<file path="config.mk">
export PLATFORM = sky130hd
export DESIGN_NAME = flopr_pipe
export DESIGN_NICKNAME = d
export VERILOG_FILES = /design/src/rtl/pipe_pkg.sv /design/src/rtl/pipe_stage.sv /design/src/rtl/flopr_pipe.sv
export SDC_FILE = /design/constraint.sdc
export NUM_CORES = 1
export LEC_CHECK = 0
export CAP_MARGIN = 30
export CORE_UTILIZATION = 41
export DETAILED_ROUTE_END_ITERATION = 10
export PLACE_DENSITY = 0.93
export SKIP_CTS_REPAIR_TIMING = 1
export SYNTH_ARGS = -nofsm -noshare
export SYNTH_HDL_FRONTEND = slang
export SYNTH_HIERARCHICAL = 1
export SYNTH_SLANG_ARGS = --single-unit
</file>
<file path="constraint.sdc">
create_clock -name clk -period 2.1 [get_ports clk]
set_clock_uncertainty 0.2 [all_clocks]
set_input_delay 0.63 -clock clk [delete_from_list [all_inputs] [get_ports clk]]
set_output_delay 0.63 -clock clk [all_outputs]
set_load 0.1 [all_outputs]
</file>
<file path="src/rtl/pipe_pkg.sv">
// Shared pipeline definitions: the default data word, the bubble value and
// small elaboration helpers. The hazard and exception units import this too.
package pipe_pkg;

    // Default datapath width of the pipelined core.
    localparam int unsigned DATA_W = 64;

    // Default data word carried between pipeline stages.
    typedef logic [DATA_W-1:0] word_t;

    // Value a stage holds when it carries no instruction.
    localparam word_t BUBBLE_VAL = '0;

    // Width needed to count 0..depth set valid bits.
    function automatic int unsigned occ_width(input int unsigned depth);
        return (depth < 1) ? 1 : $clog2(depth + 1);
    endfunction

endpackage : pipe_pkg

</file>
<file path="src/rtl/pipe_stage.sv">
// One pipeline register stage: data word plus valid bit, with load enable
// and clear. Clear wins over the enable; reset wins over everything.
module pipe_stage
    import pipe_pkg::*;
#(
    parameter int unsigned      WIDTH         = DATA_W,
    parameter logic [WIDTH-1:0] RESET_VAL     = WIDTH'(BUBBLE_VAL),
    parameter bit               ZERO_ON_FLUSH = 1'b1
) (
    input  logic             clk,
    input  logic             reset,    // synchronous, active-low
    input  logic             en,       // 1: load d/d_valid, 0: hold
    input  logic             clr,      // 1: invalidate this stage at this edge
    input  logic [WIDTH-1:0] d,
    input  logic             d_valid,
    output logic [WIDTH-1:0] q,
    output logic             q_valid
);

    logic [WIDTH-1:0] data_q;
    logic [WIDTH-1:0] data_d;
    logic             valid_q;
    logic             valid_d;

    if (WIDTH < 1) begin : g_bad_width
        $error("pipe_stage: WIDTH must be >= 1");
    end

    // Next-state: load or hold first, then a clear overrides the valid bit
    // (and the data word when flushed stages are meant to read as bubbles).
    always_comb begin
        data_d  = data_q;
        valid_d = valid_q;
        if (en) begin
            data_d  = d;
            valid_d = d_valid;
        end
        if (clr) begin
            valid_d = 1'b0;
            if (ZERO_ON_FLUSH) begin
                data_d = RESET_VAL;
            end
        end
    end

    // State register with synchronous active-low reset.
    always_ff @(posedge clk) begin
        if (!reset) begin
            data_q  <= RESET_VAL;
            valid_q <= 1'b0;
        end else begin
            data_q  <= data_d;
            valid_q <= valid_d;
        end
    end

    assign q       = data_q;
    assign q_valid = valid_q;

endmodule : pipe_stage

</file>
<file path="src/rtl/flopr_pipe.sv">
// N-stage pipeline register chain with per-stage valid bits, global stall and
// per-stage flush. Entries move one stage per unstalled clock; a flushed
// stage becomes a bubble. All outputs come straight from registers (occupancy
// is a popcount of registered valids), so no input reaches an output
// combinationally.
//
// Valid semantics: d_valid qualifies d on every unstalled edge; d is always
// captured, and only the valid bit distinguishes a real entry from a bubble.
// There is no backpressure: stall is an external hold, not a ready signal.
module flopr_pipe
    import pipe_pkg::*;
#(
    parameter int unsigned      WIDTH         = DATA_W,
    parameter int unsigned      DEPTH         = 1,
    parameter logic [WIDTH-1:0] RESET_VAL     = WIDTH'(BUBBLE_VAL),
    parameter bit               ZERO_ON_FLUSH = 1'b1
) (
    input  logic                       clk,
    input  logic                       reset,      // synchronous, active-low
    input  logic                       stall,      // 1: hold every stage
    input  logic [DEPTH-1:0]           flush,      // bit i clears stage i
    input  logic [WIDTH-1:0]           d,
    input  logic                       d_valid,
    output logic [WIDTH-1:0]           q,
    output logic                       q_valid,
    output logic [DEPTH-1:0]           valid_vec,
    output logic [$clog2(DEPTH+1)-1:0] occupancy
);

    localparam int unsigned OCC_W = occ_width(DEPTH);

    if (WIDTH < 1) begin : g_bad_width
        $error("flopr_pipe: WIDTH must be >= 1");
    end
    if (DEPTH < 1) begin : g_bad_depth
        $error("flopr_pipe: DEPTH must be >= 1");
    end

    // Per-stage inputs and registered outputs.
    logic [WIDTH-1:0] stage_in      [DEPTH];
    logic [DEPTH-1:0] stage_in_valid;
    logic [WIDTH-1:0] stage_data    [DEPTH];
    logic [DEPTH-1:0] stage_valid;
    logic             shift_en;

    assign shift_en = ~stall;

    for (genvar i = 0; i < DEPTH; i++) begin : g_stage
        // Stage 0 is fed from the pipe input, every later stage from its
        // predecessor.
        if (i == 0) begin : g_head
            assign stage_in[i]       = d;
            assign stage_in_valid[i] = d_valid;
        end else begin : g_body
            assign stage_in[i]       = stage_data[i-1];
            assign stage_in_valid[i] = stage_valid[i-1];
        end

        pipe_stage #(
            .WIDTH         (WIDTH),
            .RESET_VAL     (RESET_VAL),
            .ZERO_ON_FLUSH (ZERO_ON_FLUSH)
        ) u_stage (
            .clk     (clk),
            .reset   (reset),
            .en      (shift_en),
            .clr     (flush[i]),
            .d       (stage_in[i]),
            .d_valid (stage_in_valid[i]),
            .q       (stage_data[i]),
            .q_valid (stage_valid[i])
        );
    end

    assign q         = stage_data[DEPTH-1];
    assign q_valid   = stage_valid[DEPTH-1];
    assign valid_vec = stage_valid;

    // Popcount of the registered valid bits.
    always_comb begin
        occupancy = '0;
        for (int i = 0; i < DEPTH; i++) begin
            occupancy = occupancy + OCC_W'(stage_valid[i]);
        end
    end

endmodule : flopr_pipe

</file>
**Word level (Yosys, flattened, before mapping)**

Index checks and enable logic that the tools add are counted.

- Word-level logic and storage cells: 4
- Input bits: 69
- Register bits: 65
- Output and inout bits: 67

- Bitwise logic cells: 1
- Reductions and logical operators: 1

Operators by type and width:

| operator | count |
|---|---|
| OR reduction 2 bit | 1 |
| NOT 1 bit | 1 |

**Depth between registers and ports, before layout**

- Depth after elaboration: 2
- Mapped depth: 5
- Gate-level depth less buffers: 3

**By module**

The synthesis kept the hierarchy.

Modules (own cells, without submodules):

| module | cells each | area each (um2) | seq. area each (um2) | times used |
|---|---|---|---|---|
| pipe_stage | 210 | 2354.8 | 1301.2 | 1 |
| flopr_pipe | 3 | 18.8 | 0.0 | 1 |

**Worst setup path before layout**

Ideal clock, no wire load.

- Kind: register -> output
- From: register g_stage[0].u_stage.valid_q
- To: output q_valid
- Cell stages (with the launch flop): 2
- Arrival time: 1.391 ns
- Slack: -0.121 ns
- Path buffers: 1
- Required time: 1.270 ns
- Cell sequence: dfxtp_1 > buf_4

RTL lines:

| item | RTL line | text |
|---|---|---|
| start, declared | pipe_stage.sv:22 | `logic valid_q;` |
| start signal, assigned | pipe_stage.sv:53 | `valid_q <= valid_d;` |
| end, declared | flopr_pipe.sv:25 | `output logic q_valid,` |

No word-level cell between the ends.

**Worst setup path in the final report**

- From: register g_stage[0].u_stage.valid_q
- To: output q_valid

No word-level cell between the ends.

==> impl_metrics.tcl <==
set metrics [dict create \
    syn_nets 282 \
    die_h_microns 78.1 \
    rrSetupSlack_ns 1.19 \
    vdd_drop_max_uv 537 \
    swShare 0.279 \
    drv_cap 0 \
    max-slew-margin-rel 0.833 \
    grt_usage 0.224 \
    hold_violations 0 \
    antenna_cells 0 \
    synth_area_sq_um 2370 \
    internal_power_w 0.00231 \
    holdCritPathClass "reg -> reg" \
    drc 0 \
    area.sequential_sq_um 1300 \
    drv_slew 0 \
    antenna_found_initial 0 \
    floorplan.initialDensity 0.428 \
    status "complete, no violations" \
    syn_inst 213 \
    numCtsBuffers 9 \
    clockBufferDepth 2 \
    crit_required_ns 1.27 \
    critical_path_arrival_ns 0.94 \
    rows 27 \
    p_leak_nw 1.97 \
    first_iter_violations 104 \
    clkTransAtPathRegs_ns 0.07 \
    p_clk_frac 0.348 \
    ys_warn_count 6 \
    htree_levels 3 \
    placed_cells 409 \
    wl_per_cell_microns 14.9 \
    grt_pass1_vias 2059 \
    worstPathCellList "buf_12" \
    instances_no_fill 424 \
    end_kind "output port" \
    crit_slowest_cell "dfxtp_2" \
    synth-seq-cells 65 \
    multiInputGateArea_sq_um 903 \
    slowest_delay_ns 0.42 \
    critPathMaxFanout 4 \
    viasPerCell 4.70 \
    power_frac_seq 0.412 \
    final_antenna_net_count 0 \
    via_count 1991 \
    combPwrFrac 0.239 \
    crit_type "reg -> out" \
    gp_congestion 0.677 \
    netSwitchingPower_w 0.000894 \
    critPathTopFamily "flip-flops" \
    grt_pass1_wl_microns 10400 \
    tns_ns 0 \
    powerDensity_nw_per_um2 695 \
    drive_gt1_frac 0.250 \
    io_pins 136 \
    core_sq_um 5540 \
    crit_buf_inv 1 \
    clock_sinks 65 \
    fillers 310 \
    seq_area_frac_synth 0.548 \
    grt_max_degree 41 \
    area_growth_pct 94.1 \
    grt.overflow.total 0 \
    fin_crit_sh 0.844 \
    dieArea_sq_um 6100 \
    finalSetupViolations 0 \
    dp_hpwl_microns 4930 \
    yosysUniqueCellTypes 10 \
    clkLatencyLatePin_ns 0.31 \
    cts_root_buf "clkbuf_8" \
    final_nets 417 \
    firstDrtPassIters 4 \
    routed_wl_microns 6320 \
    min_period_ns 1.77 \
    syn_avg_cell_area_sq_um 11.1 \
    worstMarginPinSlew_ns 0.250 \
    portBuffers 135 \
    rsz0062_at_grt "false" \
    max_freq_ghz 0.564 \
    cts_tree "done" \
    die_w_microns 78.1 \
    critPathLaunchType "flip-flop" \
]
==> cells by family after synthesis <==
group,synth area share
flip-flops,0.548
multiplexers,0.274
AND/OR/NAND/NOR,0.105
buffers and inverters,0.0722
==> registers in the layout (all words and copies together) (netlist names) <==
register                 cells
g_stage.u_stage/q_valid      1
g_stage.u_stage/q           64
==> through the flow <==
step	utilization	power [W]	worst slack (ns)	hold WS [ns]	area, sq um
4_1_cts	0.832	0.00323	0.308	0.361	4610
5_1_grt	0.832	0.00333	0.277	0.374	4610
6_report	0.832	0.00320	0.328	0.352	4610
2_1_floorplan	-	0.00178	0.228	0.557	2370
3_3_place_gp	0.794	0.00210	0.131	0.333	4400
3_5_place_dp	0.794	0.00212	0.0396	0.346	4400
==> layout make-up <==
cell class,count,area share
Timing Repair Buffer,140,0.455
Sequential cell,65,0.283
Multi-Input combinational cell,131,0.196
Clock buffer,12,0.0315
Tap cell,72,0.0195
Clock inverter,3,0.0141
Inverter,1,0.00109
==> synth_stat cells <==
library cell | instances | share of area
mux2i_1 | 65 | 0.27
buf_6 | 1 | 0.0047
inv_1 | 1 | 0.0016
buf_2 | 6 | 0.013
nand2b_1 | 1 | 0.0026
buf_12 | 5 | 0.042
clkbuf_1 | 1 | 0.0016
dfxtp_1 | 65 | 0.55
nor2_1 | 65 | 0.10
buf_4 | 3 | 0.0095
==> metal layers <==
layer  track usage  part of all wire  up-vias
met2         0.389              0.53       82
met1         0.247              0.38      934
met4         0.100             0.017        0
met3        0.0744             0.069        8
met5             0                 0        -
li1              -                 -      967
==> power groups by stage <==
stage / Combinational [W] / Sequential (W) / Clock (W)
global route: 0.000795 / 0.00132 / 0.00121
floorplan: 0.000163 / 0.00161 / 0
detailed placement: 0.000770 / 0.00135 / 0
finish: 0.000767 / 0.00132 / 0.00112
CTS: 0.000772 / 0.00132 / 0.00114
global placement: 0.000755 / 0.00134 / 0
==> cell usage in the layout (no fill, tap or decap) <==
cell type | Yosys | layout
buf_12 | 5 | 70
buf_4 | 3 | 2
bufinv_16 | 0 | 2
clkbuf_1 | 1 | 2
clkbuf_8 | 0 | 10
clkdlybuf4s50_1 | 0 | 68
clkinv_2 | 0 | 2
dfxtp_1 | 65 | 64
dfxtp_2 | 0 | 1
mux2i_1 | 65 | 65
nand2b_2 | 0 | 1
nor2_1 | 65 | 65
==> path summary, 6_finish.rpt <==
| kind | start | to | depth (start not counted) |
|---|---|---|---|
| max reg2reg | g_stage[0].u_stage/q[14] | g_stage[0].u_stage/q[14] | 2 |
| min | g_stage[0].u_stage/q[45] | g_stage[0].u_stage/q[45] | 2 |
| min reg2reg | g_stage[0].u_stage/q[45] | g_stage[0].u_stage/q[45] | 2 |
| max | g_stage[0].u_stage/q_valid | q_valid | 1 |
No activity file was read; power rests on OpenSTA's default activity.
==> variant 1, RTL diff (config.mk and constraints unchanged) <==
The package constant `DATA_W` goes from 64 to 32.
--- a/src/rtl/pipe_pkg.sv
+++ b/src/rtl/pipe_pkg.sv
@@ -3,7 +3,7 @@
 package pipe_pkg;
 
     // Default datapath width of the pipelined core.
-    localparam int unsigned DATA_W = 64;
+    localparam int unsigned DATA_W = 32;
 
     // Default data word carried between pipeline stages.
     typedef logic [DATA_W-1:0] word_t;
Ports: changed (resized d and q); port bits go from 136 to 72. No check against the original RTL was run, so the function may have changed too.
==> variant 1 against the unedited design <==
The flow now finishes with violations (design-rule violations); synthesized area shrank 48%; routed wire length fell by 53%; worst setup slack got worse by 0.0070 ns; final area decreased by 49%; sequential cell count shrank 32; critical path depth did not move; synthesized cell count shrank 48%; power down 54%; non-clock buffer count down 66; critical endpoint is now valid_vec; largest cell class unchanged.
==> variant 1: results (changes against the unedited design) <==
| Metric | Value |
|---|---|
| Status | finished, violations left |
| Failing checks | design-rule violations |
| Fill cell total of the finished layout | 140 (-55%) |
| Placer congestion estimate | 0.694 (+2.5%) |
| Largest net degree at the start of global routing | 34 (-17%) |
| Root Driver | clkbuf_4 |
| Post-route insts no fill | 214 (-50%) |
| Worst slew margin | 0.880 (+0.0467) |
| Layout cells sized above 1 | 0.257 (+0.00683) |
| Power density over the cells | 623 nW/um^2 (-10%) |
| Gr usage total | 0.205 (-0.0186) |
| First-pass GRT wire length | 5000 microns (-52%) |
| Most frequent cells after synthesis | dfxtp_1 (33), mux2i_1 (33), nor2_1 (33) |
| Synthesized area per cell | 11.1 sq um (-0.46%) |
| End of the critical path | valid_vec |
| Leakage | 1.01 nW (-49%) |
| Num CTS Buffers | 5 (-4) |
| Via density | 4.85 (+3.2%) |
| Total wire length | 2990 microns (-53%) |
| Ant. Diodes | 0 (unchanged) |
| Slack of the critical path | 0.321 ns (-0.00704 ns) |
| Cell taking the most area after synthesis | dfxtp_1 |
| Cell Area, Placed | 2290 sq um (-48%) |
| Largest register FFs | 32 (-50%) |
| Clk buf depth | 2 (unchanged) |
| First-pass DRT Iterations | 7 (+3) |
| Input/output buffers | 71 (-47%) |
| WP data arrival | 0.95 ns |
| # nets final | 219 (-47%) |
| Synth top area cells | dfxtp_1 (54%), mux2i_1 (27%), nor2_1 (10%), buf_12 (4.9%), buf_2 (1.2%) |
| Number of global-route vias before repair | 1114 (-46%) |
| Worst vdd ir | 0.000458 V (-15%) |
| Dpl ws | 0.0589 ns (+0.0193 ns) |
| Post-synth net total | 148 (-48%) |
| Area of the multi-input gates | 460 sq um (-49%) |
| HP Class | reg -> reg |
| Internal | 1.02 mW (-56%) |
| Delay-heaviest family, CP | flip-flops |
| Clock Latency Late Sink | 0.32 ns |
| Register-to-register setup slack | 1.22 ns (+0.03 ns) |
| Worst-path clk slew | 0.10 ns (+0.03 ns) |
| # DRC | 8 (+8) |
| Initial detailed-routing violation count | 21 (-80%) |
| FF-to-FF End | g_stage[0].u_stage/q[25]$_SDFFE_PP0P_ |
| Slowest stage delay, CP | 0.43 ns |
| H-Tree Depth | 2 (-1) |
| Sequential element share of the synthesized area | 0.537 (-0.0116) |
| Antenna violations before repair | 0 (unchanged) |
| Hpwl dp | 2360 microns (-52%) |
| Worst reg2reg startpoint | g_stage[0].u_stage/q[25]$_SDFFE_PP0P_ |
variant 1: kinds of logic (layout without fill, tap and decap cells):
kind of cell,after synthesis,after routing,share of synthesized area
and+or+nand+nor,34,34,0.106
muxes,33,33,0.268
buffers and inverters,11,83,0.0894
DFF,33,33,0.537
variant 1: layout make-up:
class,instances,area share
clock buffer,7,0.0276
clock inverter,1,0.00212
inverter,1,0.00159
multi-input combinational,67,0.195
sequential,33,0.281
tap,31,0.0165
timing repair buffer,74,0.476
variant 1: how the worst min path moves through the flow:
stage	slack [ns]	endpoint	depth (start not counted)	start
after floorplan	0.56	g_stage[0].u_stage/q_valid$_SDFFE_PP0P_	2	g_stage[0].u_stage/q_valid$_SDFFE_PP0P_
after global placement	0.33	g_stage[0].u_stage/q[15]$_SDFFE_PP0P_	2	g_stage[0].u_stage/q[15]$_SDFFE_PP0P_
after detailed placement	0.34	g_stage[0].u_stage/q[31]$_SDFFE_PP0P_	2	g_stage[0].u_stage/q[31]$_SDFFE_PP0P_
after CTS	0.36	g_stage[0].u_stage/q[31]$_SDFFE_PP0P_	2	g_stage[0].u_stage/q[31]$_SDFFE_PP0P_
after global routing	0.37	g_stage[0].u_stage/q[31]$_SDFFE_PP0P_	2	g_stage[0].u_stage/q[31]$_SDFFE_PP0P_
final	0.36	g_stage[0].u_stage/q[31]$_SDFFE_PP0P_	2	g_stage[0].u_stage/q[31]$_SDFFE_PP0P_
variant 1: per-layer routing:
metal  global-route usage  share of wire
met3               0.0737          0.078
met5                    0              0
met2                0.361           0.52
met4               0.0941          0.022
met1                0.219           0.38
variant 1: power by group through the flow:
| stage | Sequential [mW] | Combinational [mW] | Clock [mW] |
|---|---|---|---|
| CTS | 0.670 | 0.405 | 0.410 |
| floorplan | 0.819 | 0.0916 | 0 |
| global route | 0.672 | 0.417 | 0.438 |
| detailed placement | 0.684 | 0.405 | 0 |
| global placement | 0.683 | 0.396 | 0 |
| finish | 0.669 | 0.403 | 0.395 |
==> variant 2, RTL diff (same settings) <==
Made on the original files. Reset style: asynchronous (`reset`), changed in one clocked block. Comments in the files are not updated.
--- a/src/rtl/pipe_stage.sv
+++ b/src/rtl/pipe_stage.sv
@@ -44,7 +44,7 @@
     end
 
     // State register with synchronous active-low reset.
-    always_ff @(posedge clk) begin
+    always_ff @(posedge clk or negedge reset) begin
         if (!reset) begin
             data_q  <= RESET_VAL;
             valid_q <= 1'b0;
Formal check against the unedited RTL: differs if reset is asserted again (counterexample within 4 cycles, from zero or initial values and one cycle with reset low); with reset held inactive, the same outputs for 10 cycles.
==> variant 2 against the unedited design <==
Sequential power is 6% higher; cell count is 1.4% higher; clock power is 15% lower; synthesized area is 13% higher; power is 11% higher; final area is 6.5% higher; sequential share of layout area is 4.9 points higher; count of clock-buffer cells in the layout stayed put; sequential cell count stayed put; synthesized cell count is 0.47% lower; worst setup slack worse by 0.034 ns; routed wire length is 10% higher; non-clock buffer count is 2 higher.
==> variant 2: results (changes against the unedited design) <==
| Metric | Value |
|---|---|
| First-pass DRT Iterations | 4 (unchanged) |
| End of the critical path | occupancy |
| Ant. Diodes | 0 (unchanged) |
| Post-synthesis compound-gate area fraction | 0 (unchanged) |
| Dpl ws | 0.0520 ns (+0.0123 ns) |
| Multi-input gates | 130 (-0.76%) |
| Synth top area cells | dfrtp_1 (61%), mux2i_1 (24%), nor2_1 (9.1%), buf_12 (3.7%), buf_4 (0.84%) |
| Register-to-register setup slack | 1.09 ns (-0.10 ns) |
| Post-synth ARST share | 1.00 (+1.00) |
| Root Driver | clkbuf_8 |
| Layout cells sized above 1 | 0.263 (+0.0135) |
| First-pass GRT wire length | 11600 microns (+12%) |
| Max FO, Critical Path | 4 (unchanged) |
| Register area | 1630 sq um (+25%) |
| Fill cell total of the finished layout | 397 (+28%) |
| Worst Tran Pin Value | 0.425 ns (+0.175 ns) |
| Total wire length | 6960 microns (+10%) |
| Via count | 2095 (+5.2%) |
| Placer congestion estimate | 0.750 (+11%) |
| Clock Latency Late Sink | 0.33 ns (+0.02 ns) |
| Reg2reg path depth | 2 (unchanged) |
| Internal | 2.31 mW (about the same) |
| Tcrit/Tclk final | 0.860 (+0.0163) |
| Gr usage total | 0.216 (-0.00802) |
| Sequential element share of the synthesized area | 0.605 (+0.0573) |
| Status | complete, no violations |
| Top_reg_cell synth | dfrtp_1 |
| Nonclk buf count | 142 (+1.4%) |
| Placed Cells | 415 (+1.5%) |
| Post-synthesis mux area share | 0.242 (-0.0319) |
| Leakage | 2.35 nW (+20%) |
| HP Class | in -> async |
| Worst vdd ir | 0.000519 V (-3.5%) |
| Post-synth net total | 281 (-0.35%) |
| Worst-path clk slew | 0.07 ns (about the same) |
| Non-clk invs | 1 (unchanged) |
| Signal buf overhead | 0.428 (-0.0266) |
| Hpwl dp | 5230 microns (+6.1%) |
| Slowest-stage cell, CP | dfrtp_2 |
| Initial detailed-routing violation count | 114 (+9.6%) |
| Most frequent cells after synthesis | dfrtp_1 (65), mux2i_1 (65), nor2_1 (65) |
| Number of global-route vias before repair | 2328 (+13%) |
| Area of the multi-input gates | 895 sq um (-0.97%) |
| WP data arrival | 0.98 ns (+0.04 ns) |
| FF+latch count | 65 (unchanged) |
| Synthesized area per cell | 12.7 sq um (+14%) |
| Worst hold slack | 0.131 ns (-0.221 ns) |
| Slowest stage delay, CP | 0.47 ns (+0.05 ns) |
| Largest net degree at the start of global routing | 66 (+61%) |
| Critical Path Source | g_stage[0].u_stage/q_valid$_DFFE_PN0P_ |
| FF-to-FF End | g_stage[0].u_stage/q_valid$_DFFE_PN0P_ |
| Number of synthesis warnings | 6 (unchanged) |
| ClkCell Share | 0.0367 (-0.00889) |
| Via density | 4.87 (+3.8%) |
| Netlist cell types | 10 (unchanged) |
| Clk buf depth | 2 (unchanged) |
| Num CTS Buffers | 9 (unchanged) |
## variant 2: through the flow
| step | total power [mW] | instance area [sq um] |
|---|---|---|
| after floorplan | 2.09 | 2690 |
| after global routing | 3.67 | 4910 |
| after global placement | 2.61 | 4730 |
| after detailed placement | 2.63 | 4730 |
| after CTS | 3.59 | 4910 |
| final | 3.55 | 4910 |
## variant 2: power groups by stage
stage	registers, mW	logic [mW]	clock network (mW)
final	1.40	1.20	0.948
after global routing	1.41	1.24	1.02
after CTS	1.41	1.21	0.980
after detailed placement	1.43	1.21	0
after global placement	1.42	1.18	0
after floorplan	1.90	0.190	0
## variant 2: layer usage
| layer | global-route usage | wire [microns] | part of all wire | up-vias |
|---|---|---|---|---|
| li1 | - | - | - | 963 |
| met1 | 0.250 | 2710 | 0.39 | 1021 |
| met2 | 0.376 | 3580 | 0.51 | 99 |
| met3 | 0.0676 | 567 | 0.081 | 12 |
| met4 | 0.0768 | 100 | 0.014 | 0 |
| met5 | 0 | 0 | 0 | - |
